File: src/rtl/fetch_ctrl.sv
// Instruction-fetch sequencer: PC mux select/enable, single-outstanding imem
// handshake, wrong-path squash on redirect, and a one-entry IF/ID holding register.
module fetch_ctrl #(
  parameter int DATA_WIDTH = 32
) (
  input  logic                  clk,
  input  logic                  rst,
  input  logic [DATA_WIDTH-1:0] pc_i,
  input  logic                  br_taken_i,
  input  logic                  jalr_i,
  output logic                  pc_en_o,
  output logic [1:0]            pc_src_o,
  output logic                  imem_req_o,
  output logic [DATA_WIDTH-1:0] imem_addr_o,
  input  logic                  imem_gnt_i,
  input  logic                  imem_rvalid_i,
  input  logic [DATA_WIDTH-1:0] imem_rdata_i,
  output logic                  if_valid_o,
  output logic [DATA_WIDTH-1:0] if_instr_o,
  output logic [DATA_WIDTH-1:0] if_pc_o,
  input  logic                  id_ready_i
);

  typedef enum logic [1:0] {
    REQ  = 2'd0,
    WAIT = 2'd1,
    KILL = 2'd2
  } state_t;

  state_t                  state, state_nxt;
  logic                    redir;
  logic                    fill;
  logic                    pop;
  logic                    grant;
  logic [DATA_WIDTH-1:0]   req_pc;

  assign imem_addr_o = pc_i;

  always_comb begin
    redir      = br_taken_i | jalr_i;
    pc_src_o   = 2'b00;
    if (jalr_i)          pc_src_o = 2'b10;
    else if (br_taken_i) pc_src_o = 2'b01;

    // Only request when the holding register will have room at the next edge.
    imem_req_o = (state == REQ) & ~rst & ~redir & (~if_valid_o | id_ready_i);
    grant      = imem_req_o & imem_gnt_i;
    pc_en_o    = redir | grant;
    pop        = if_valid_o & id_ready_i;
    fill       = (state == WAIT) & imem_rvalid_i & ~redir;

    state_nxt  = state;
    unique case (state)
      REQ: begin
        if (grant) state_nxt = WAIT;
      end
      WAIT: begin
        if (imem_rvalid_i) state_nxt = REQ;
        else if (redir)    state_nxt = KILL;
      end
      KILL: begin
        if (imem_rvalid_i) state_nxt = REQ;
      end
      default: state_nxt = REQ;
    endcase
  end

  always_ff @(posedge clk) begin
    if (rst) begin
      state      <= REQ;
      req_pc     <= '0;
      if_valid_o <= 1'b0;
      if_instr_o <= '0;
      if_pc_o    <= '0;
    end else begin
      state <= state_nxt;
      if (grant) req_pc <= pc_i;
      if (redir) begin
        if_valid_o <= 1'b0;
      end else if (fill) begin
        if_valid_o <= 1'b1;
        if_instr_o <= imem_rdata_i;
        if_pc_o    <= req_pc;
      end else if (pop) begin
        if_valid_o <= 1'b0;
      end
    end
  end

endmodule
File: config.mk
export PLATFORM = sky130hd
export DESIGN_NAME = fetch_ctrl
export DESIGN_NICKNAME = d
export VERILOG_FILES = /design/src/rtl/fetch_ctrl.sv
export SDC_FILE = /design/constraint.sdc
export NUM_CORES = 1
export LEC_CHECK = 0
export CORE_AREA = 2 2 103 105
export DETAILED_ROUTE_END_ITERATION = 10
export DIE_AREA = 0 0 105 107
export GPL_TIMING_DRIVEN = 0
export MAX_ROUTING_LAYER = met4
export PLACE_DENSITY = 0.87
export SYNTH_ARGS = -nofsm -noshare
export SYNTH_HDL_FRONTEND = slang
export SYNTH_SLANG_ARGS = --single-unit
File: constraint.sdc
create_clock -name clk -period 1.46 [get_ports clk]
set_input_delay 0.146 -clock clk [delete_from_list [all_inputs] [get_ports clk]]
set_output_delay 0.146 -clock clk [all_outputs]
set_load 0.005 [all_outputs]
# After elaboration in Yosys (flattened, before gate mapping)
# Index checks and enable logic that the tools add are counted.
# word_totals
reg_bits,99
elab_cells,37
# op_classes
n_bitwise,13
n_reduce_logical,5
n_mux,9
eq_ne,5
# ops
op,count
$mux W2,5
$and A1 B1 Y1,7
$pmux W2 S3,1
$ne A2 B2 Y1 const B,2
$mux W1,3
$ne A3 B3 Y1 const B,1
$not A1 Y1,3
$or A1 B1 Y1,3
$reduce_and A3 Y1,1
$eq A2 B1 Y1 const B,1
$eq A2 B2 Y1 const B,1
$logic_not A2 Y1,1
$reduce_and A2 Y1,1
$reduce_bool A2 Y1,1
$reduce_or A2 Y1,1

# Logic depth before layout (Yosys ltp)
# Gate-level depths: netlist of the first run.
# depth
depth_word,7
mapped_depth,5

# Worst setup path after synthesis of the first run
# Ideal clock, no wire load.
# synth_timing
kind,register to register
startpoint,reg state[1]
endpoint,reg if_instr_o[0]
path_stages_with_launch,6
synth_period_minus_slack_ps,1182
slack_ps,278
required_time_ps,1388
arrival_time_ps,1111
setup_ps,72
cell_sequence,dfxtp_1 -> nand3b_1 -> nor3_1 -> buf_2 -> buf_4 -> mux2i_1
# synth_via
elab_chain_cells,4
# synth_lines
element,line_no,rtl
"start, declared",30,"state_t state, state_nxt;"
"start signal, assigned",76,state <= state_nxt;
$eq A2 B1 Y1,50,fill = (state == WAIT) & imem_rvalid_i & ~redir;
$and A1 B1 Y1 (2 in series),50,
$reduce_and A2 Y1 (no line),-,
"end signal, assigned",82,if_instr_o <= imem_rdata_i;
"end, declared",19,"output logic [DATA_WIDTH-1:0] if_instr_o,"
# Every way passes these cells.
# A chain may end at the register's enable or synchronous reset.

# Final worst setup path of the first run
# layout_timing
startpoint,reg state[0]
endpoint,out pc_en_o
# layout_via
elab_chain_cells,6
# layout_lines
element,line_no,rtl
$logic_not A2 Y1,46,imem_req_o = (state == REQ) & ~rst & ~redir & (~if_valid_o | id_ready_i);
$and A1 B1 Y1 (3 in series),46,
$and A1 B1 Y1,47,grant = imem_req_o & imem_gnt_i;
$or A1 B1 Y1,48,pc_en_o = redir | grant;
"end, declared",11,"output logic pc_en_o,"
# Every way passes these cells.

==> results of run 1 <==
-- cells by family (layout without fill, tap and decap cells) --
kind of cell           Yosys count  in the layout
buffers and inverters           87            278
AOI/OAI and AO/OA                4              4
and+or+nand+nor                146            146
DFF                             99             99
muxes                           96             96
-- layer usage --
| metal | share of wire [%] | vias up | wire length [microns] |
|---|---|---|---|
| met5 | 0 | - | 0 |
| met1 | 42 | 1587 | 4425 |
| li1 | - | 1720 | - |
| met2 | 52 | 98 | 5533 |
| met4 | 1.3 | 0 | 136 |
| met3 | 5.1 | 12 | 547 |
-- layout by cell type, fill, tap and decap left out, drive strengths merged --
cell	netlist	routed
clkdlybuf4s50	0	166
nand2b	133	133
dfxtp	99	99
mux2i	96	96
buf	44	49
inv	30	31
clkbuf	13	24
dlygate4sd2	0	3
nor2	3	3
nor2b	2	2
clkinvlp	0	2
nor3	2	2
clkinv	0	2
and3	1	1
nand4	1	1
nand2	1	1
nand3b	1	1
or3	1	1
a32oi	1	1
a21oi	1	1
o21ai	1	1
a211oi	1	1
nand3	1	1
clkdlybuf4s15	0	1
-- worst max-delay path, stage by stage (launching register included) --
cell and delay, ns:
dfxtp_4 0.37, nor2_4 0.15, nand4_4 0.13, buf_8 0.15, nand2_4 0.06, buf_6 0.09
-- path summary, 6_finish.rpt --
path                                      start        endpoint  slack, ns  cells past startpoint
worst min register to register   if_instr_o[27]  if_instr_o[27]       0.47                      2
worst min-delay path            imem_rdata_i[5]   if_instr_o[5]       0.36                      3
worst max-delay path                   state[0]         pc_en_o       0.03                      5
worst max register to register         state[1]  if_instr_o[17]       0.07                      5
-- layout make-up --
| cell class | instances | area [sq um] | area share [%] |
|---|---|---|---|
| flip-flops and latches | 99 | 1988 | 30.30 |
| multi-input cells | 246 | 1937 | 29.51 |
| repair buffers | 175 | 1739 | 26.50 |
| plain buffers | 57 | 436.7 | 6.654 |
| well taps | 136 | 170.2 | 2.593 |
| clock buffers | 11 | 141.4 | 2.154 |
| inverters | 30 | 112.6 | 1.716 |
| clock inverters | 5 | 37.54 | 0.5720 |
-- power groups by stage --
| stage | Combinational, mW | Sequential (mW) | Clock [mW] |
|---|---|---|---|
| floorplan | 0.265 | 2.81 | 0 |
| global placement | 0.624 | 2.81 | 0 |
| detailed placement | 0.634 | 2.81 | 0 |
| CTS | 0.637 | 2.75 | 1.66 |
| global route | 0.686 | 2.75 | 1.76 |
| finish | 0.640 | 2.74 | 1.62 |
-- timing repair --
item | CTS | global route
buffers inserted | 1 | 3
pin swaps | 1 | 2
resized for setup | 15 | 18
hold buffers | 0 | 0
endpoints found under the setup margin | 52 | 30
-- per-stage QoR --
stage	utilization [%]	TNS, ns	hold WS (ns)
4_1_cts	64.34	-0.1796	0.3382
5_1_grt	65.03	-0.05015	0.3539
3_3_place_gp	62.19	-31.47	0.4580
6_report	65.03	0	0.3556
2_1_floorplan	-	0	0.2245
3_5_place_dp	62.19	-34.66	0.4645
-- sequential cells by signal, indices dropped and copies added (netlist names) --
| signal | count |
|---|---|
| req_pc | 32 |
| if_pc_o | 32 |
| if_valid_o | 1 |
| state | 2 |
| if_instr_o | 32 |
==> impl_metrics.json, run 1 <==
{
  "status": "finished clean",
  "pwr-share-seq_pct": 54.9,
  "pin_count": 172,
  "dieArea_sq_mm": 0.01124,
  "htree_num_levels": 3,
  "die_w_microns": 105,
  "grt.met2_usage_pct": 34.00,
  "viasPerCell": 4.502,
  "comb_power_share_pct": 12.8,
  "grt_use_met3_pct": 4.255,
  "synthAdderAreaFrac_pct": 0,
  "ys_seq_area_share_pct": 45.10,
  "cts.sinks": 99,
  "track_usage_pct": 19.07,
  "grt_first_pass_wirelength_mm": 16.89,
  "fin_ws_ns": 0.02629,
  "grt_max_degree": 17,
  "maxCapViolCount": 0,
  "antenna_found_initial": 0,
  "fp.coreArea_sq_mm": 0.01009,
  "globalRouteMet1Util_pct": 21.20,
  "post-route-drc-count": 0,
  "antenna_left": 0,
  "first_iter_violations": 72,
  "internal_power_mw": 3.837,
  "dpl.hpwl_mm": 8.008,
  "relSlewSlack_pct": 70.89,
  "syn_nets": 503,
  "p_leak_nw": 2.673,
  "synth-compound-area-share_pct": 0.5979,
  "wl_per_cell_microns": 14.02,
  "root_buffer": "clkbuf_8",
  "end_kind": "output port",
  "switchingPower_mw": 1.163,
  "fin_nets": 689,
  "critPathLaunchType": "flop",
  "tritoncts": "built",
  "tightest_slew_ns": 0.4366,
  "slew_viol_final": 0,
  "clk_latency_ns": 0.35,
  "ys_top_cells_by_count": "133 x nand2b_1, 99 x dfxtp_1, 96 x mux2i_1",
  "path_max_fanout": 4,
  "yosysWarnings": 0,
  "ys_ff_latch": 99,
  "cts_buffers": 9,
  "cts.path.max_buffers": 2,
  "dr_total_vias": 3417,
  "start_util_pct": 43.54,
  "p_per_area_mw_per_mm2": 761.9,
  "syn2layout_area_growth_pct": 49.35,
  "vdd_drop_max_mv": 0.4063,
  "yosys.area_share.simple_pct": 21.10,
  "grt.busiest_layer": "met2",
  "synthTopCellsByArea": "dfxtp_1 45%, mux2i_1 22%, nand2b_1 19%",
  "fp-row-count": 37,
  "stdcell_count": 759,
  "worst_ep_arrival_time_ns": 1.29,
  "pre_cts_slack_ns": -0.7589,
  "numPlacedInstances": 739,
  "synth_most_common_cell": "nand2b_1",
  "grt_pass1_vias": 3608,
  "hold_viol_final": 0,
  "cp.required_ns": 1.31,
  "synth_cells": 432,
  "placed_area_sq_mm": 0.006276,
  "syn_avg_cell_area_sq_um": 10.17,
  "path_clk_slew_ns": 0.10,
  "setup_viol": 0,
  "fmax_mhz": 697.5,
  "synth_edf_count": 0,
  "drt-pass1-iter-count": 4,
  "synth_area_sq_mm": 0.004394,
  "diodes": 0,
  "die_height_microns": 107,
  "ys_types": 22,
  "synth_top_area_share_pct": 45.10,
  "fill_cells": 871,
  "synth_xor_area_share_pct": 0,
  "yosys_most_used_dff": "dfxtp_1",
  "power_mw": 5.000,
  "power_frac_clock_pct": 32.3,
  "fin_skew_ns": 0.01093,
  "wl_mm": 10.64,
  "swShare_pct": 23.26,
  "async_flop_share_pct": 0,
  "synthMuxAreaShare_pct": 21.87,
  "synth_top_family_by_area": "multiplexers",
  "fin_area_sq_mm": 0.006563,
  "yosysTopAreaCell": "dfxtp_1",
  "period_needed_ns": 1.434,
  "rsz0062_at_grt": "yes",
  "grt_overflow": 0,
  "gp_congestion": 0.7835,
  "hold_path.class": "in -> reg",
  "worstSetupPathType": "reg -> out",
  "io_buffers": 171,
  "drive_gt1_share_pct": 11.56,
  "finalCritPeriodShare_pct": 98.20
}
(Power assumes the default switching activity.)
==> run 2: changes to the inputs <==
CAP_MARGIN = 25   (was default)
clock period = 1.55 ns   (was 1.46 ns; I/O delays follow)
==> run 2 against run 1 <==
Net effect:
- largest cell class unchanged
- cell area is 1.1% lower
- combinational power is 7.0% lower
- clock power is 6% lower
==> impl_metrics.json, run 2 (synthesis results as in run 1) <==
{
  "dpl.hpwl_mm": 8.008,
  "pwr-share-seq_pct": 54.9,
  "power_frac_clock_pct": 32.5,
  "diodes": 0,
  "cts.path.max_buffers": 2,
  "clk_latency_ns": 0.35,
  "cp.required_ns": 1.81,
  "pin_count": 172,
  "viasPerCell": 4.525,
  "gp_congestion": 0.7835,
  "comb_power_share_pct": 12.6,
  "drt-pass1-iter-count": 4,
  "crit_start": "state[1]",
  "fmax_mhz": 684.3,
  "fp-row-count": 37,
  "io_buffers": 171,
  "finalCritPeriodShare_pct": 94.27,
  "tritoncts": "built",
  "die_height_microns": 107,
  "grt_first_pass_wirelength_mm": 16.78,
  "rsz0062_at_grt": "no",
  "internal_power_mw": 3.611,
  "wl_per_cell_microns": 13.95,
  "tightest_slew_ns": 0.4195,
  "end_kind": "flop",
  "switchingPower_mw": 1.101,
  "drive_gt1_share_pct": 11.09,
  "slew_viol_final": 0,
  "grt_overflow": 0,
  "fin_nets": 688,
  "status": "finished clean",
  "cts_buffers": 9,
  "relSlewSlack_pct": 72.03,
  "vdd_drop_max_mv": 0.3832,
  "hold_path.class": "in -> reg",
  "dr_total_vias": 3430,
  "antenna_left": 0,
  "layout_commonest_cell": "clkdlybuf4s50_1",
  "swShare_pct": 23.36,
  "antenna_found_initial": 0,
  "path_clk_slew_ns": 0.10,
  "fin_skew_ns": 0.01045,
  "maxCapViolCount": 0,
  "fill_cells": 878,
  "root_buffer": "clkbuf_8",
  "hold_viol_final": 0,
  "crit-reg2reg-launch": "state[1]",
  "htree_num_levels": 3,
  "critPathLaunchType": "flop",
  "fin_util_pct": 64.29,
  "track_usage_pct": 18.93,
  "syn2layout_area_growth_pct": 47.67,
  "die_w_microns": 105,
  "largestRegisters": "if_instr_o: 32 flops, if_pc_o: 32 flops, req_pc: 32 flops",
  "setup_viol": 0,
  "cts.sinks": 99,
  "p_per_area_mw_per_mm2": 726.2,
  "first_iter_violations": 65,
  "dieArea_sq_mm": 0.01124,
  "period_needed_ns": 1.461,
  "grt_max_degree": 17,
  "p_leak_nw": 2.656,
  "worst_ep_arrival_time_ns": 1.72,
  "worstSetupPathType": "reg -> reg",
  "post-route-drc-count": 0,
  "start_util_pct": 43.54,
  "layout.cells.most_common_list": "166 x clkdlybuf4s50_1, 132 x nand2b_1, 97 x dfxtp_1",
  "path_max_fanout": 10,
  "wl_mm": 10.57,
  "fp.coreArea_sq_mm": 0.01009,
  "grt_pass1_vias": 3610,
  "hp-start": "imem_rdata_i[5]",
  "holdWs_ns": 0.3641
}
[run 2: changes by cell type in the layout (fill, tap and decap cells not counted), sizes merged]
cell           previous run  this run
dlygate4sd2               3         4
buf                      49        47
clkbuf                   24        25
clkdlybuf4s15             1         0
[run 2: power by group through the flow]
stage          logic [mW]  registers [mW]  clock network (mW)
2_1_floorplan       0.250            2.64                   0
3_3_place_gp        0.588            2.64                   0
3_5_place_dp        0.597            2.65                   0
4_1_cts             0.599            2.59                1.57
5_1_grt             0.638            2.59                1.66
6_report            0.595            2.59                1.53
[run 2: path summary, 6_finish.rpt]
| path | slack [ns] | end | depth (start not counted) |
|---|---|---|---|
| max reg2reg | 0.09 | if_instr_o[23] | 5 |
| min reg2reg | 0.47 | if_instr_o[27] | 2 |
| max | 0.09 | if_instr_o[23] | 5 |
| min | 0.36 | if_instr_o[5] | 3 |
[run 2: through the flow]
stage	worst slack (ns)	instance area (sq um)	setup TNS (ns)	std cells	power [mW]
finish	0.08875	6489	0	758	4.712
global route	0.009630	6489	0	758	4.886
CTS	-0.09861	6472	-0.09861	756	4.752
detailed placement	-0.6869	6276	-26.44	739	3.242
global placement	-0.6719	6276	-23.27	739	3.231
floorplan	0.3675	4394	0	432	2.893
[run 2: timing repair]
action | 4_1_cts | 5_1_grt
pin swaps | 1 | 1
hold buffers | 0 | 0
setup endpoints to repair | 22 | 13
setup buffers | 1 | 2
gates resized for setup | 9 | 4
[run 2: layout make-up]
type,instances,area [sq um],area share (%)
clock inverters,5,37.54,0.5785
repair buffers,174,1724,26.57
plain buffers,57,389.1,5.997
flip-flops and latches,99,1984,30.58
clock buffers,11,141.4,2.179
inverters,30,112.6,1.735
well taps,136,170.2,2.622
multi-input cells,246,1929,29.73
[run 2: per-layer routing]
metal,GRT usage [%],part of all wire (%),vias to the layer above
li1,-,-,1713
met2,33.63,51,110
met5,-,0,-
met3,4.255,5.5,12
met4,6.286,1.3,0
met1,21.09,42,1595
[run 2: worst max-delay path, cell delays in order (launching register included)]
cell,delay [ns]
dfxtp_2,0.36
nand3b_1,0.18
nor3_1,0.13
buf_2,0.23
buf_4,0.25
mux2i_1,0.23
